$ cat config.mk
export PLATFORM = sky130hd
export DESIGN_NAME = lanectrl_delay_line_sequencer_flat
export DESIGN_NICKNAME = d
export VERILOG_FILES = /design/src/rtl/lanectrl_delay_line_sequencer_if.sv /design/src/rtl/lanectrl_delay_line_sequencer.sv /design/src/flat_wrapper.sv
export SDC_FILE = /design/constraint.sdc
export NUM_CORES = 1
export LEC_CHECK = 0
export CELL_PAD_IN_SITES_DETAIL_PLACEMENT = 0
export CELL_PAD_IN_SITES_GLOBAL_PLACEMENT = 1
export CORE_UTILIZATION = 49
export DETAILED_ROUTE_END_ITERATION = 10
export DONT_BUFFER_PORTS = 1
export GPL_ROUTABILITY_DRIVEN = 0
export PLACE_DENSITY = 0.76
export SLEW_MARGIN = 20
export SYNTH_ARGS = -nofsm -noshare
export SYNTH_HDL_FRONTEND = slang
export SYNTH_SLANG_ARGS = --single-unit
$ cat constraint.sdc
create_clock -name FAB_CLK -period 2.6 [get_ports FAB_CLK]
set_input_delay 0.52 -clock FAB_CLK [delete_from_list [all_inputs] [get_ports FAB_CLK]]
set_output_delay 0.52 -clock FAB_CLK [all_outputs]
set_load 0.02 [all_outputs]
$ cat src/rtl/lanectrl_delay_line_sequencer_if.sv
// ============================================================================
// Module  : lanectrl_delay_line_sequencer_if
// Brief   : Command/response and LANECTRL delay-line signal bundle.
// Revision: 1.0 - initial release
// ============================================================================
`default_nettype none

interface lanectrl_delay_line_sequencer_if;
   logic       CMD_VALID;
   logic       CMD_READY;
   logic [1:0] CMD_OP;
   logic       CMD_SEL;
   logic       CMD_DIR;
   logic [7:0] CMD_COUNT;
   logic       DONE;
   logic       OOR;
   logic       ERR;
   logic [7:0] TAPS_DONE;
   logic       RX_DELAY_LINE_OUT_OF_RANGE;
   logic       TX_DELAY_LINE_OUT_OF_RANGE;
   logic       DELAY_LINE_SEL;
   logic       DELAY_LINE_DIRECTION;
   logic       DELAY_LINE_LOAD;
   logic       DELAY_LINE_MOVE;
   logic       HS_IO_CLK_PAUSE;

   // Master is the training engine plus the LANECTRL status side.
   modport master (
      output CMD_VALID, CMD_OP, CMD_SEL, CMD_DIR, CMD_COUNT,
      output RX_DELAY_LINE_OUT_OF_RANGE, TX_DELAY_LINE_OUT_OF_RANGE,
      input  CMD_READY, DONE, OOR, ERR, TAPS_DONE,
      input  DELAY_LINE_SEL, DELAY_LINE_DIRECTION, DELAY_LINE_LOAD,
      input  DELAY_LINE_MOVE, HS_IO_CLK_PAUSE
   );

   modport slave (
      input  CMD_VALID, CMD_OP, CMD_SEL, CMD_DIR, CMD_COUNT,
      input  RX_DELAY_LINE_OUT_OF_RANGE, TX_DELAY_LINE_OUT_OF_RANGE,
      output CMD_READY, DONE, OOR, ERR, TAPS_DONE,
      output DELAY_LINE_SEL, DELAY_LINE_DIRECTION, DELAY_LINE_LOAD,
      output DELAY_LINE_MOVE, HS_IO_CLK_PAUSE
   );
endinterface

`default_nettype wire

$ cat src/rtl/lanectrl_delay_line_sequencer.sv
// ============================================================================
// Module  : lanectrl_delay_line_sequencer
// Brief   : Turns step/load/pause commands into spaced LANECTRL delay-line pulses.
// Revision: 1.0 - initial release
// ============================================================================
`default_nettype none

module lanectrl_delay_line_sequencer #(
   parameter int MOVE_GAP     = 2,
   parameter int PAUSE_CYCLES = 4
) (
   input  wire logic                     FAB_CLK,
   input  wire logic                     RESET,
   lanectrl_delay_line_sequencer_if.slave bus
);

   typedef enum logic [2:0] {
      S_IDLE, S_SETUP, S_MOVE, S_GAP, S_PAUSE_PRE, S_LOAD, S_PAUSE_POST, S_FINISH
   } state_t;

   localparam logic [1:0] c_OP_STEP  = 2'b00;
   localparam logic [1:0] c_OP_LOAD  = 2'b01;
   localparam logic [1:0] c_OP_PAUSE = 2'b10;
   localparam logic [3:0] c_GAP_M1   = 4'(MOVE_GAP - 1);
   localparam logic [3:0] c_PAUSE_M1 = 4'(PAUSE_CYCLES - 1);

   state_t     r_state;
   state_t     w_state_nxt;
   logic [3:0] r_cnt;
   logic [3:0] w_cnt_nxt;
   logic [7:0] r_taps;
   logic [7:0] w_taps_nxt;
   logic       w_accept;
   logic       w_oor_hit;
   logic       w_oor_sel;

   logic [1:0] r_op;
   logic [7:0] r_count;
   logic       r_sel;
   logic       r_dir;
   logic       r_ready;
   logic       r_done;
   logic       r_oor;
   logic       r_err;
   logic [7:0] r_taps_done;
   logic       r_move;
   logic       r_load;
   logic       r_pause;

   assign w_oor_sel = r_sel ? bus.TX_DELAY_LINE_OUT_OF_RANGE
                            : bus.RX_DELAY_LINE_OUT_OF_RANGE;

   always_ff @(posedge FAB_CLK or posedge RESET) begin
      if (RESET) begin
         r_state <= S_IDLE;
         r_cnt   <= 4'd0;
         r_taps  <= 8'd0;
      end else begin
         r_state <= w_state_nxt;
         r_cnt   <= w_cnt_nxt;
         r_taps  <= w_taps_nxt;
      end
   end

   always_comb begin
      w_state_nxt = r_state;
      w_cnt_nxt   = r_cnt;
      w_taps_nxt  = r_taps;
      w_accept    = 1'b0;
      w_oor_hit   = 1'b0;
      case (r_state)
         S_IDLE: begin
            if (bus.CMD_VALID) begin
               w_accept    = 1'b1;
               w_taps_nxt  = 8'd0;
               w_state_nxt = S_SETUP;
            end
         end
         S_SETUP: begin
            if (r_op == c_OP_STEP) begin
               w_state_nxt = (r_count == 8'd0) ? S_FINISH : S_MOVE;
            end else if (r_op == c_OP_LOAD || r_op == c_OP_PAUSE) begin
               w_state_nxt = S_PAUSE_PRE;
               w_cnt_nxt   = c_PAUSE_M1;
            end else begin
               w_state_nxt = S_FINISH;
            end
         end
         S_MOVE: begin
            w_taps_nxt  = r_taps + 8'd1;
            w_cnt_nxt   = c_GAP_M1;
            w_state_nxt = S_GAP;
         end
         S_GAP: begin
            // Out-of-range is only trusted once the line has settled for the full gap.
            if (r_cnt != 4'd0) begin
               w_cnt_nxt = r_cnt - 4'd1;
            end else if (w_oor_sel) begin
               w_oor_hit   = 1'b1;
               w_state_nxt = S_FINISH;
            end else if (r_taps == r_count) begin
               w_state_nxt = S_FINISH;
            end else begin
               w_state_nxt = S_MOVE;
            end
         end
         S_PAUSE_PRE: begin
            if (r_cnt != 4'd0) w_cnt_nxt = r_cnt - 4'd1;
            else               w_state_nxt = S_LOAD;
         end
         S_LOAD: begin
            w_cnt_nxt   = c_PAUSE_M1;
            w_state_nxt = S_PAUSE_POST;
         end
         S_PAUSE_POST: begin
            if (r_cnt != 4'd0) w_cnt_nxt = r_cnt - 4'd1;
            else               w_state_nxt = S_FINISH;
         end
         S_FINISH: w_state_nxt = S_IDLE;
         default:  w_state_nxt = S_IDLE;
      endcase
   end

   // Outputs are registered from the next state so each pulse lines up with its state.
   always_ff @(posedge FAB_CLK or posedge RESET) begin
      if (RESET) begin
         r_op        <= 2'b00;
         r_count     <= 8'd0;
         r_sel       <= 1'b0;
         r_dir       <= 1'b0;
         r_ready     <= 1'b1;
         r_done      <= 1'b0;
         r_oor       <= 1'b0;
         r_err       <= 1'b0;
         r_taps_done <= 8'd0;
         r_move      <= 1'b0;
         r_load      <= 1'b0;
         r_pause     <= 1'b0;
      end else begin
         if (w_accept) begin
            r_op        <= bus.CMD_OP;
            r_count     <= bus.CMD_COUNT;
            r_sel       <= bus.CMD_SEL;
            r_dir       <= bus.CMD_DIR;
            r_oor       <= 1'b0;
            r_err       <= 1'b0;
            r_taps_done <= 8'd0;
         end else begin
            if (w_oor_hit) r_oor <= 1'b1;
            if (r_state == S_SETUP && r_op == 2'b11) r_err <= 1'b1;
            if (w_state_nxt == S_FINISH) r_taps_done <= w_taps_nxt;
         end
         r_ready <= (w_state_nxt == S_IDLE);
         r_done  <= (w_state_nxt == S_FINISH);
         r_move  <= (w_state_nxt == S_MOVE);
         r_load  <= (w_state_nxt == S_LOAD) && (r_op == c_OP_LOAD);
         r_pause <= (w_state_nxt == S_PAUSE_PRE) || (w_state_nxt == S_LOAD) ||
                    (w_state_nxt == S_PAUSE_POST);
      end
   end

   assign bus.CMD_READY            = r_ready;
   assign bus.DONE                 = r_done;
   assign bus.OOR                  = r_oor;
   assign bus.ERR                  = r_err;
   assign bus.TAPS_DONE            = r_taps_done;
   assign bus.DELAY_LINE_SEL       = r_sel;
   assign bus.DELAY_LINE_DIRECTION = r_dir;
   assign bus.DELAY_LINE_LOAD      = r_load;
   assign bus.DELAY_LINE_MOVE      = r_move;
   assign bus.HS_IO_CLK_PAUSE      = r_pause;

endmodule

`default_nettype wire

$ cat src/flat_wrapper.sv
// flat-port wrapper written by rule: the top's interface ports become plain ports
module lanectrl_delay_line_sequencer_flat 
#(
   parameter int MOVE_GAP     = 2,
   parameter int PAUSE_CYCLES = 4
)
  (FAB_CLK, RESET, bus_CMD_VALID, bus_CMD_OP, bus_CMD_SEL, bus_CMD_DIR, bus_CMD_COUNT, bus_RX_DELAY_LINE_OUT_OF_RANGE, bus_TX_DELAY_LINE_OUT_OF_RANGE, bus_CMD_READY, bus_DONE, bus_OOR, bus_ERR, bus_TAPS_DONE, bus_DELAY_LINE_SEL, bus_DELAY_LINE_DIRECTION, bus_DELAY_LINE_LOAD, bus_DELAY_LINE_MOVE, bus_HS_IO_CLK_PAUSE);
  lanectrl_delay_line_sequencer_if bus_i ();
  input  wire logic FAB_CLK;
  input  wire logic RESET;
  input wire logic [$bits(bus_i.CMD_VALID)-1:0] bus_CMD_VALID;
  input wire logic [$bits(bus_i.CMD_OP)-1:0] bus_CMD_OP;
  input wire logic [$bits(bus_i.CMD_SEL)-1:0] bus_CMD_SEL;
  input wire logic [$bits(bus_i.CMD_DIR)-1:0] bus_CMD_DIR;
  input wire logic [$bits(bus_i.CMD_COUNT)-1:0] bus_CMD_COUNT;
  input wire logic [$bits(bus_i.RX_DELAY_LINE_OUT_OF_RANGE)-1:0] bus_RX_DELAY_LINE_OUT_OF_RANGE;
  input wire logic [$bits(bus_i.TX_DELAY_LINE_OUT_OF_RANGE)-1:0] bus_TX_DELAY_LINE_OUT_OF_RANGE;
  output wire logic [$bits(bus_i.CMD_READY)-1:0] bus_CMD_READY;
  output wire logic [$bits(bus_i.DONE)-1:0] bus_DONE;
  output wire logic [$bits(bus_i.OOR)-1:0] bus_OOR;
  output wire logic [$bits(bus_i.ERR)-1:0] bus_ERR;
  output wire logic [$bits(bus_i.TAPS_DONE)-1:0] bus_TAPS_DONE;
  output wire logic [$bits(bus_i.DELAY_LINE_SEL)-1:0] bus_DELAY_LINE_SEL;
  output wire logic [$bits(bus_i.DELAY_LINE_DIRECTION)-1:0] bus_DELAY_LINE_DIRECTION;
  output wire logic [$bits(bus_i.DELAY_LINE_LOAD)-1:0] bus_DELAY_LINE_LOAD;
  output wire logic [$bits(bus_i.DELAY_LINE_MOVE)-1:0] bus_DELAY_LINE_MOVE;
  output wire logic [$bits(bus_i.HS_IO_CLK_PAUSE)-1:0] bus_HS_IO_CLK_PAUSE;
  assign bus_i.CMD_VALID = bus_CMD_VALID;
  assign bus_i.CMD_OP = bus_CMD_OP;
  assign bus_i.CMD_SEL = bus_CMD_SEL;
  assign bus_i.CMD_DIR = bus_CMD_DIR;
  assign bus_i.CMD_COUNT = bus_CMD_COUNT;
  assign bus_i.RX_DELAY_LINE_OUT_OF_RANGE = bus_RX_DELAY_LINE_OUT_OF_RANGE;
  assign bus_i.TX_DELAY_LINE_OUT_OF_RANGE = bus_TX_DELAY_LINE_OUT_OF_RANGE;
  assign bus_CMD_READY = bus_i.CMD_READY;
  assign bus_DONE = bus_i.DONE;
  assign bus_OOR = bus_i.OOR;
  assign bus_ERR = bus_i.ERR;
  assign bus_TAPS_DONE = bus_i.TAPS_DONE;
  assign bus_DELAY_LINE_SEL = bus_i.DELAY_LINE_SEL;
  assign bus_DELAY_LINE_DIRECTION = bus_i.DELAY_LINE_DIRECTION;
  assign bus_DELAY_LINE_LOAD = bus_i.DELAY_LINE_LOAD;
  assign bus_DELAY_LINE_MOVE = bus_i.DELAY_LINE_MOVE;
  assign bus_HS_IO_CLK_PAUSE = bus_i.HS_IO_CLK_PAUSE;
  lanectrl_delay_line_sequencer #(.MOVE_GAP(MOVE_GAP), .PAUSE_CYCLES(PAUSE_CYCLES)) u_core (.FAB_CLK(FAB_CLK), .RESET(RESET), .bus(bus_i));
endmodule
# After elaboration in Yosys (flattened, before gate mapping)
# Cells that the tools add are included.
# op_classes
n_addsub,2
eq_ne,19
n_mux,28
n_reduce_logical,16
# op_table
cell,n
== test 3 bit (second input constant),8
2-to-1 mux 3 bit,8
2-to-1 mux 8 bit,3
case mux 3 bit (8 select lines),1
case mux 4 bit (4 select lines),1
case mux 8 bit (2 select lines),1
2-to-1 mux 4 bit,3
2-to-1 mux 1 bit,10
== test 3 x 2 -> 1 bit (second input constant),3
adder 8 x 1 -> 8 bit (second input constant),1
== test 8 bit,1
logical NOT 8 bit,1
nonzero test 4 bit,2
logical NOT 3 bit,2
nonzero test 2 bit,3
== test 2 bit (second input constant),2
inequality test 2 x 1 -> 1 bit (second input constant),2
AND reduction 4 bit,1
subtractor 4 x 1 -> 4 bit (second input constant),1
== test 3 x 1 -> 1 bit (second input constant),1
logical OR 1 bit,3
OR reduction 3 bit,1
== test 2 x 1 -> 1 bit (second input constant),1
logical AND 1 bit,2
3 further kinds,3
# word_totals
reg_bits,42
inputBits,17
output_inout_bits,17
wordCells,80

# Depth between registers and ports, before layout
# Gate-level depths: netlist of the first run.
# depth
word_depth,8
mapped_depth,7
mapped_depth_nobuf,7

# Least setup slack after synthesis of the first run
# Ideal clock, no wire load.
# synth_timing
path_kind,register to register
from,register u_core.r_cnt[1]
to,register u_core.r_cnt[1]
setup_ns,0.126
t_arrival_ns,1.939
t_required_ns,2.474
path_slack_ns,0.535
stages_incl_launch_ff,7
path_buffers,0
synth_period_minus_slack_ns,2.065
cell_sequence,dfrtp_1 inv_1 ha_1 or3b_4 a2111oi_1 a21oi_1 a221o_1
# synth_via
elab_chain_cells,3
elab_cells_between_ends,6
classes_between,add/sub (1); eq/ne (1); mux (2); reduce/logical (2)
# synth_rtl
item,line,text
from (decl),lanectrl_delay_line_sequencer.sv:29,logic [3:0] r_cnt;
from (signal assigned),lanectrl_delay_line_sequencer.sv:60,r_cnt <= w_cnt_nxt;
subtractor 4 x 1 -> 4 bit / nonzero test 4 bit (equally long branches),--,
2-to-1 mux 4 bit / inequality test 2 x 1 -> 1 bit (equally long branches),--,
case mux 4 bit (4 select lines) / AND reduction 4 bit (equally long branches),--,
# Several ways; a longest one is shown, not always the timed one. The select of a mux whose other input is x is not followed.
# A chain may end at the register's enable or synchronous reset.

# Final worst setup path of the first run
# layout_timing
from,register u_core.r_state[0]
to,"register u_core.r_taps_done[2], in the netlist u_core.bus.TAPS_DONE[2]"
# layout_via
elab_chain_cells,4
elab_cells_between_ends,19
classes_between,eq/ne (8); mux (9); reduce/logical (2)
# layout_rtl
item,line,text
from (decl),lanectrl_delay_line_sequencer.sv:27,state_t r_state;
from (signal assigned),lanectrl_delay_line_sequencer.sv:59,r_state <= w_state_nxt;
"== test 3 bit, or another cell as far along",lanectrl_delay_line_sequencer.sv:71,case (r_state)
case mux 3 bit (8 select lines) / case mux 8 bit (2 select lines) (equally long branches),lanectrl_delay_line_sequencer.sv:71,
== test 3 bit / 2-to-1 mux 8 bit (equally long branches),lanectrl_delay_line_sequencer.sv:151,if (w_state_nxt == S_FINISH) r_taps_done <= w_taps_nxt;
nonzero test 2 bit (no source line) / 2-to-1 mux 8 bit (equally long branches),--,
to (signal assigned),lanectrl_delay_line_sequencer.sv:151,
to (decl),lanectrl_delay_line_sequencer.sv:45,logic [7:0] r_taps_done;
# Several ways; a longest one is shown, not always the timed one. The select of a mux whose other input is x is not followed.

==> flow_metrics.tcl, run 1 <==
set metrics [dict create \
    status "complete, no violations" \
    antenna_found_initial 0 \
    cpPeakStageDelay_ns 0.73 \
    cts_tree "yes" \
    clk_latency_ns 0.29 \
    die-area_um2 4727 \
    cap_viol_max_count 0 \
    floorplan.initialDensity_pct 52.69 \
    setup_ws_ns 0.1867 \
    synth_top_area_share_pct 46.99 \
    die_h_um 68.75 \
    critical_path_class "reg2reg" \
    cts_buffers 5 \
    synthCells 200 \
    synth_seq_area_share_pct 48.19 \
    port_buffers 0 \
    worstMarginPinSlew_ns 0.6019 \
    path_max_fanout 17 \
    postCtsHoldBufs 0 \
    drt_wl_total_um 4246 \
    ir_drop_mv 0.5658 \
    ys_seq_elements 42 \
    vias 1532 \
    maxSlewViolCount 0 \
    place_area_um2 2248 \
    fin_crit_ns 2.413 \
    hold_violations 0 \
    synth_cell_type_count 48 \
    power_density_nw_per_um2 1337 \
    cts_buffer_depth 2 \
    drt_iter0_markers 87 \
    grt_pass1_vias 1494 \
    core_um2 4144 \
    dp_hpwl_um 3095 \
    post_drt_wl_per_cell_um 16.65 \
    htreeDepth 2 \
    final_cell_area_um2 2344 \
    max-slew-margin-rel_pct 59.45 \
    synth_edf_count 0 \
    ioPinCount 34 \
    setup-violations-final 0 \
    avgViaCountPerCell 6.008 \
    cts.sink_count 42 \
    ant_nets 0 \
    synthesis.area_um2 2183 \
    syn-mean-instance-area_um2 10.92 \
    grt_remaining_overflow 0 \
    timing.final.crit_share_pct 92.82 \
    grt_pass1_wl_um 7010 \
    cts-root-buf "clkbuf_8" \
    ys_dominant_reg_cell "dfrtp_1" \
    worstPathCellList "nor4b_1 -> a41oi_1 -> nand2_1 -> a32oi_4 -> mux2_2" \
    netlist_top_cells_count "dfrtp_1 (41), mux2_2 (20), nand2_1 (15)" \
    std_cell_rows 23 \
    firstDrtPassIters 4 \
    tns_ns 0 \
    place_ws_ns 0.2133 \
    critPathArrivalTime_ns 2.59 \
    synthArstFlopShare_pct 100.0 \
    ys_top_cells_by_area "dfrtp_1 (47%), mux2_2 (10%), xnor2_1 (3.6%), ha_1 (3.4%), mux2i_1 (2.8%)" \
    rsz0062_at_grt "false" \
    syn_to_final_growth_pct 7.335 \
    cts_resized 0 \
    p_leak_nw 1.022 \
    nFillCells 385 \
    yosys_warnings 0 \
    syn_nets 223 \
    synth_area_leader_cell "dfrtp_1" \
    min_path_type "in2async" \
    cp-start-kind "register" \
    die_w_um 68.75 \
    antennaDiodeCount 0 \
    max_freq_mhz 414.4 \
    cp-end-kind "register" \
    yosysMostFrequentCell "dfrtp_1" \
    rr_worst_depth 5 \
    critPathSlowestCell "dfrtp_1" \
    clk_pin_slew_ns 0.08 \
    drc 0 \
    grt.total_usage_pct 20.64 \
    grt_start_max_net_pins 43 \
    crit_required_ns 2.78 \
    clock_skew_ns 0.005781 \
    drive_above_1_share_pct 20.00 \
    final_nets 227 \
    post_cts_buffers 0 \
]
-- logic make-up after synthesis --
kind of cell,after synthesis,share of synthesized area [%]
AND/OR/NAND/NOR,63,15.76
flip-flops,42,48.19
AO/OA/AOI/OAI,37,12.49
multiplexers,26,13.07
buffers and inverters,16,2.980
XOR/XNOR,9,3.611
adder cells (fa/ha/maj),7,3.897
-- registers in the layout (all words and copies together) (netlist names) --
register / cells
u_core.bus.DONE: 1
u_core.r_taps: 8
u_core.bus.TAPS_DONE: 8
u_core.r_op: 2
u_core.bus.HS_IO_CLK_PAUSE: 1
u_core.bus.DELAY_LINE_LOAD: 1
u_core.bus.DELAY_LINE_MOVE: 1
u_core.bus.CMD_READY: 1
u_core.bus.DELAY_LINE_DIRECTION: 1
u_core.bus.ERR: 1
u_core.r_cnt: 4
u_core.bus.OOR: 1
u_core.r_state: 3
u_core.r_count: 8
u_core.bus.DELAY_LINE_SEL: 1
-- layout make-up --
type | instances | area [µm²] | area share (%)
Clock inverter | 2 | 12.51 | 0.5339
Clock buffer | 6 | 82.58 | 3.524
Tap cell | 50 | 62.56 | 2.670
Timing Repair Buffer | 5 | 37.54 | 1.602
Multi-Input combinational cell | 142 | 1066 | 45.49
Sequential cell | 42 | 1052 | 44.90
Inverter | 8 | 30.03 | 1.281
-- where the power goes --
group,internal (mW),total [mW],switching [mW]
logic,0.668,1.36,0.687
clock network,0.213,0.429,0.215
registers,0.932,1.35,0.417
-- through the flow --
stage                     cells  total power [mW]  utilization [%]  hold WS, ns
after CTS                   255             3.152            56.55       0.2511
after detailed placement    247             2.717            54.26       0.5112
final                       255             3.133            56.55       0.2400
after floorplan             200             2.400                -       0.4670
after global routing        255             3.376            56.55       0.2733
after global placement      247             2.667            54.26       0.5069
-- path summary, 6_finish.rpt --
path,to,startpoint,slack [ns]
min in group FAB_CLK,u_core.r_op[1],bus_CMD_OP[1],0.37
max in group asynchronous,u_core.bus.CMD_READY,RESET,2.01
worst max-delay path,u_core.bus.TAPS_DONE[2],u_core.r_state[0],0.19
worst min-delay path,u_core.r_op[1],RESET,0.24
worst max register to register,u_core.bus.TAPS_DONE[2],u_core.r_state[0],0.19
worst min register to register,u_core.r_taps[7],u_core.r_taps[7],0.52
-- placed cells by master, fill, tap and decap left out, types with 2 or more instances in the layout --
cell type / count
nor4_1: 5
a211oi_1: 2
nand2_1: 15
ha_1: 6
mux2i_1: 6
a31oi_1: 2
nand4_1: 2
nor3_1: 8
and2_1: 9
or3_1: 2
nand2b_1: 3
nand3_1: 3
o21ai_0: 6
nor2_1: 8
clkbuf_8: 6
dfrtp_1: 41
mux2_2: 20
buf_4: 5
xnor2_1: 9
a22o_1: 2
a21oi_1: 11
inv_1: 7
-- worst max-delay path: cells and delay by family (launching register included) --
kind	cells	cell delay (ns)
AOI/OAI and AO/OA	2	0.81
DFF	1	0.73
muxes	1	0.39
and+or+nand+nor	2	0.36
-- metal layers --
metal | wire length (µm) | share of wire [%] | vias to the layer above | track usage [%]
met5 | 0 | 0 | - | 0
met4 | 41 | 0.97 | 0 | 6.888
met3 | 144 | 3.4 | 4 | 5.099
met2 | 2229 | 52 | 30 | 36.03
met1 | 1830 | 43 | 776 | 24.74
li1 | - | - | 722 | -
Note: power is estimated with default switching activity, not from simulation.
==> run 2, diff against run 1 <==
Settings changed: PLACE_DENSITY 0.76 to default, PLACE_DENSITY_LB_ADDON from default to 0.3.
==> flow_metrics.tcl, run 2 (same netlist as run 1, synthesis figures left out) <==
set metrics [dict create \
    drive_above_1_share_pct 20.00 \
    p_leak_nw 1.032 \
    avgViaCountPerCell 6.031 \
    cap_viol_max_count 0 \
    cts_buffers 5 \
    path_max_fanout 17 \
    clk_latency_ns 0.29 \
    cts_tree "yes" \
    syn_to_final_growth_pct 8.023 \
    post_cts_buffers 0 \
    min_path_type "in2async" \
    antennaDiodeCount 0 \
    grt.total_usage_pct 22.05 \
    status "complete, no violations" \
    dp_hpwl_um 3218 \
    die_h_um 68.75 \
    mostFrequentLayoutCells "dfrtp_1 (41), mux2_2 (20), nand2_1 (15)" \
    max-slew-margin-rel_pct 61.45 \
    grt_pass1_vias 1606 \
    max_freq_mhz 419.5 \
    grt_pass1_wl_um 7389 \
    antenna_found_initial 0 \
    cts_buffer_depth 2 \
    worstMarginPinSlew_ns 0.5722 \
    grt_start_max_net_pins 43 \
    die-area_um2 4727 \
    cp-end-kind "register" \
    htreeDepth 2 \
    std_cell_rows 23 \
    ioPinCount 34 \
    final_nets 227 \
    port_buffers 0 \
    ant_nets 0 \
    ir_drop_mv 0.5511 \
    clock_skew_ns 0.005454 \
    setup-violations-final 0 \
    post_drt_wl_per_cell_um 16.98 \
    maxSlewViolCount 0 \
    drc 0 \
    critical_path_class "reg2reg" \
    clk_pin_slew_ns 0.08 \
    fin_crit_ns 2.384 \
    setup_ws_ns 0.2161 \
    cts_resized 0 \
    crit_required_ns 2.78 \
    nFillCells 371 \
    final_common_cell "dfrtp_1" \
    core_um2 4144 \
    postCtsHoldBufs 0 \
    die_w_um 68.75 \
    vias 1538 \
    drt_iter0_markers 80 \
    hold_violations 0 \
    firstDrtPassIters 4 \
    timing.final.crit_share_pct 91.69 \
    cp-start-kind "register" \
    rsz0062_at_grt "false" \
    place_ws_ns 0.2520 \
    cts.sink_count 42 \
    cts-root-buf "clkbuf_8" \
    grt_remaining_overflow 0 \
    drt_wl_total_um 4331 \
    floorplan.initialDensity_pct 52.69 \
    finalPower_mw 3.206 \
    power_density_nw_per_um2 1359 \
    tns_ns 0 \
    critPathArrivalTime_ns 2.56 \
]
## run 2: cell count changes in the layout (fill, tap and decap cells not counted), sizes merged
cell,delta
clkbuf,+2
clkinv,-1
clkinvlp,-1
## run 2: report_power, final
part	leakage (nW)	switching (mW)	internal [mW]
Combinational	0.458	0.693	0.669
Clock	0.0575	0.215	0.268
Sequential	0.516	0.429	0.932
Total	1.03	1.34	1.87
## run 2: cell type report
class	count	area, µm²	area share, %
flip-flops and latches	42	1052	44.62
multi-input cells	142	1066	45.20
clock buffers	8	110.1	4.668
well taps	50	62.56	2.653
repair buffers	5	37.54	1.592
inverters	8	30.03	1.273
## run 2: worst paths after layout
path,cells past startpoint,from,to,slack [ns]
max reg2reg,5,u_core.r_state[0],u_core.bus.TAPS_DONE[5],0.22
min in group FAB_CLK,1,bus_CMD_COUNT[5],u_core.r_count[5],0.37
max,5,u_core.r_state[0],u_core.bus.TAPS_DONE[5],0.22
max in group asynchronous,2,RESET,u_core.bus.CMD_READY,2.00
min,2,RESET,u_core.bus.DELAY_LINE_DIRECTION,0.24
min reg2reg,1,u_core.r_taps[7],u_core.r_taps[7],0.52
## run 2: per-stage QoR
stage	std cells	area (µm²)	util, %	hold slack, ns
final	255	2359	56.91	0.2351
after global placement	247	2248	54.26	0.5022
after floorplan	200	2183	-	0.4670
after global routing	255	2359	56.91	0.2968
after detailed placement	247	2248	54.26	0.5195
after CTS	255	2359	56.91	0.2534
## run 2: worst max-delay path: stages (launching register included)
cell and delay, ns:
dfrtp_1 0.72, nor4b_1 0.17, a41oi_1 0.32, nand2_1 0.19, a32oi_4 0.48, mux2_2 0.39
## run 2: per-layer routing
layer	wire [µm]	vias up	share of wire (%)	track usage, %
met1	1904	769	44	25.66
li1	-	725	-	-
met3	142	11	3.3	4.441
met4	118	0	2.7	12.76
met5	0	-	0	0
met2	2166	33	50	37.62
==> run 3, diff against run 2 <==
Settings changed: CORE_UTILIZATION 49 to 50, CTS_BUF_LIST from default to sky130_fd_sc_hd__clkbuf_8, GPL_ROUTABILITY_DRIVEN 0 to default.
==> flow_metrics.tcl, run 3 (same netlist as run 1, synthesis figures left out) <==
set metrics [dict create \
    grt_remaining_overflow 0 \
    port_buffers 0 \
    firstDrtPassIters 4 \
    die_h_um 68.08 \
    cp-start-kind "register" \
    die_w_um 68.08 \
    switching_share_pct 42.52 \
    tns_ns 0 \
    switching_power_mw 1.317 \
    worstPathCellList "inv_1 -> ha_1 -> or3b_4 -> a2111oi_1 -> a21oi_1 -> a221o_1" \
    cts.sink_count 42 \
    timing.final.crit_share_pct 89.50 \
    min_path_type "in2async" \
    postCtsHoldBufs 0 \
    cts-root-buf "clkbuf_8" \
    vias 1538 \
    fin_crit_ns 2.327 \
    std_cell_rows 23 \
    hold_violations 0 \
    critPathArrivalTime_ns 2.50 \
    post_cts_buffers 0 \
    cap_viol_max_count 0 \
    clock_power_share_pct 12.5 \
    seq_area_um2 1052 \
    clock_skew_ns 0.003785 \
    final_core_util_pct 56.98 \
    ioPinCount 34 \
    cts_buffers 5 \
    power_frac_seq_pct 44.1 \
    clk_pin_slew_ns 0.07 \
    grt_pass1_vias 1528 \
    dp_hpwl_um 3118 \
    crit_required_ns 2.77 \
    critical_path_class "reg2reg" \
    drt_iter0_markers 89 \
    maxSlewViolCount 0 \
    post_drt_wl_per_cell_um 16.81 \
    power_density_nw_per_um2 1331 \
    avgViaCountPerCell 6.055 \
    nFillCells 373 \
    max_freq_mhz 429.7 \
    grt_start_max_net_pins 43 \
    cp-end-kind "register" \
    cts_tree "yes" \
    htreeDepth 2 \
    path_max_fanout 6 \
    combinationalPowerShare_pct 43.5 \
    internal_power_mw 1.781 \
    clk_latency_ns 0.29 \
    worst_hold_slack_ns 0.2414 \
    ir_drop_mv 0.6245 \
    ant_nets 0 \
    rsz0062_at_grt "false" \
    floorplan.initialDensity_pct 53.43 \
    grt_pass1_wl_um 7286 \
    setup-violations-final 0 \
    cpPeakStageDelay_ns 0.52 \
    mostFrequentLayoutCells "dfrtp_1 (41), mux2_2 (20), nand2_1 (15)" \
    place_congestion 0.9383 \
    drive_above_1_share_pct 19.12 \
    finalPower_mw 3.098 \
    final_common_cell "dfrtp_1" \
    cts_resized 0 \
    p_leak_nw 1.016 \
    cts_buffer_depth 2 \
    core_um2 4086 \
    max-slew-margin-rel_pct 57.58 \
    worstMarginPinSlew_ns 0.6348 \
    final_nets 227 \
    syn_to_final_growth_pct 6.647 \
    status "complete, no violations" \
    die-area_um2 4635 \
    multi_input_area_um2 1066 \
    critPathSlowestCell "a2111oi_1" \
    grt.total_usage_pct 21.64 \
    drc 0 \
    antennaDiodeCount 0 \
    antenna_found_initial 0 \
    drt_wl_total_um 4270 \
]
-- run 3: cell types whose count changed in the layout (fill, tap and decap cells not counted) --
cell / previous run / this run
clkinvlp_4: 0 / 1
inv_1: 7 / 8
clkbuf_8: 8 / 5
-- run 3: per-layer routing --
metal,up-vias,GRT usage [%],routed length (µm)
li1,725,-,-
met4,0,8.333,76
met2,48,31.50,1898
met3,8,6.167,267
met1,757,30.30,2027
met5,-,0,0
-- run 3: final timing paths --
kind	from	to	slack (ns)	cells past startpoint
worst max-delay path	u_core.r_cnt[0]	u_core.r_cnt[1]	0.27	6
worst min-delay path	RESET	u_core.r_state[2]	0.24	2
worst max register to register	u_core.r_cnt[0]	u_core.r_cnt[1]	0.27	6
worst min register to register	u_core.r_cnt[3]	u_core.r_cnt[3]	0.51	1
max in group asynchronous	RESET	u_core.bus.TAPS_DONE[4]	2.00	2
min in group FAB_CLK	bus_CMD_COUNT[5]	u_core.r_count[5]	0.37	1
-- run 3: layout make-up --
| type | instances | share of cell area [%] |
|---|---|---|
| Tap cell | 50 | 2.687 |
| Timing Repair Buffer | 5 | 1.612 |
| Multi-Input combinational cell | 142 | 45.78 |
| Sequential cell | 42 | 45.19 |
| Clock inverter | 2 | 0.4836 |
| Clock buffer | 5 | 2.955 |
| Inverter | 8 | 1.290 |
-- run 3: per-stage QoR --
stage | area [µm²] | std cells | worst slack (ns)
after floorplan | 2183 | 200 | 0.5350
after global placement | 2248 | 247 | 0.3072
after detailed placement | 2248 | 247 | 0.2805
after CTS | 2328 | 254 | 0.2672
after global routing | 2328 | 254 | 0.03108
final | 2328 | 254 | 0.2731
-- run 3: power groups by stage --
stage | clock network, mW | logic, mW | registers, mW
after floorplan | 0 | 1.17 | 1.23
after global placement | 0 | 1.29 | 1.37
after global routing | 0.429 | 1.50 | 1.42
after detailed placement | 0 | 1.34 | 1.38
final | 0.387 | 1.35 | 1.36
after CTS | 0.401 | 1.35 | 1.37
-- run 3: worst max-delay path, delay by kind of cell (launching register included) --
family          cells  cell delay, ns
buf+inv             1            0.13
simple gates        1            0.41
fa+ha+maj           1            0.17
compound gates      3            1.08
flops               1            0.42
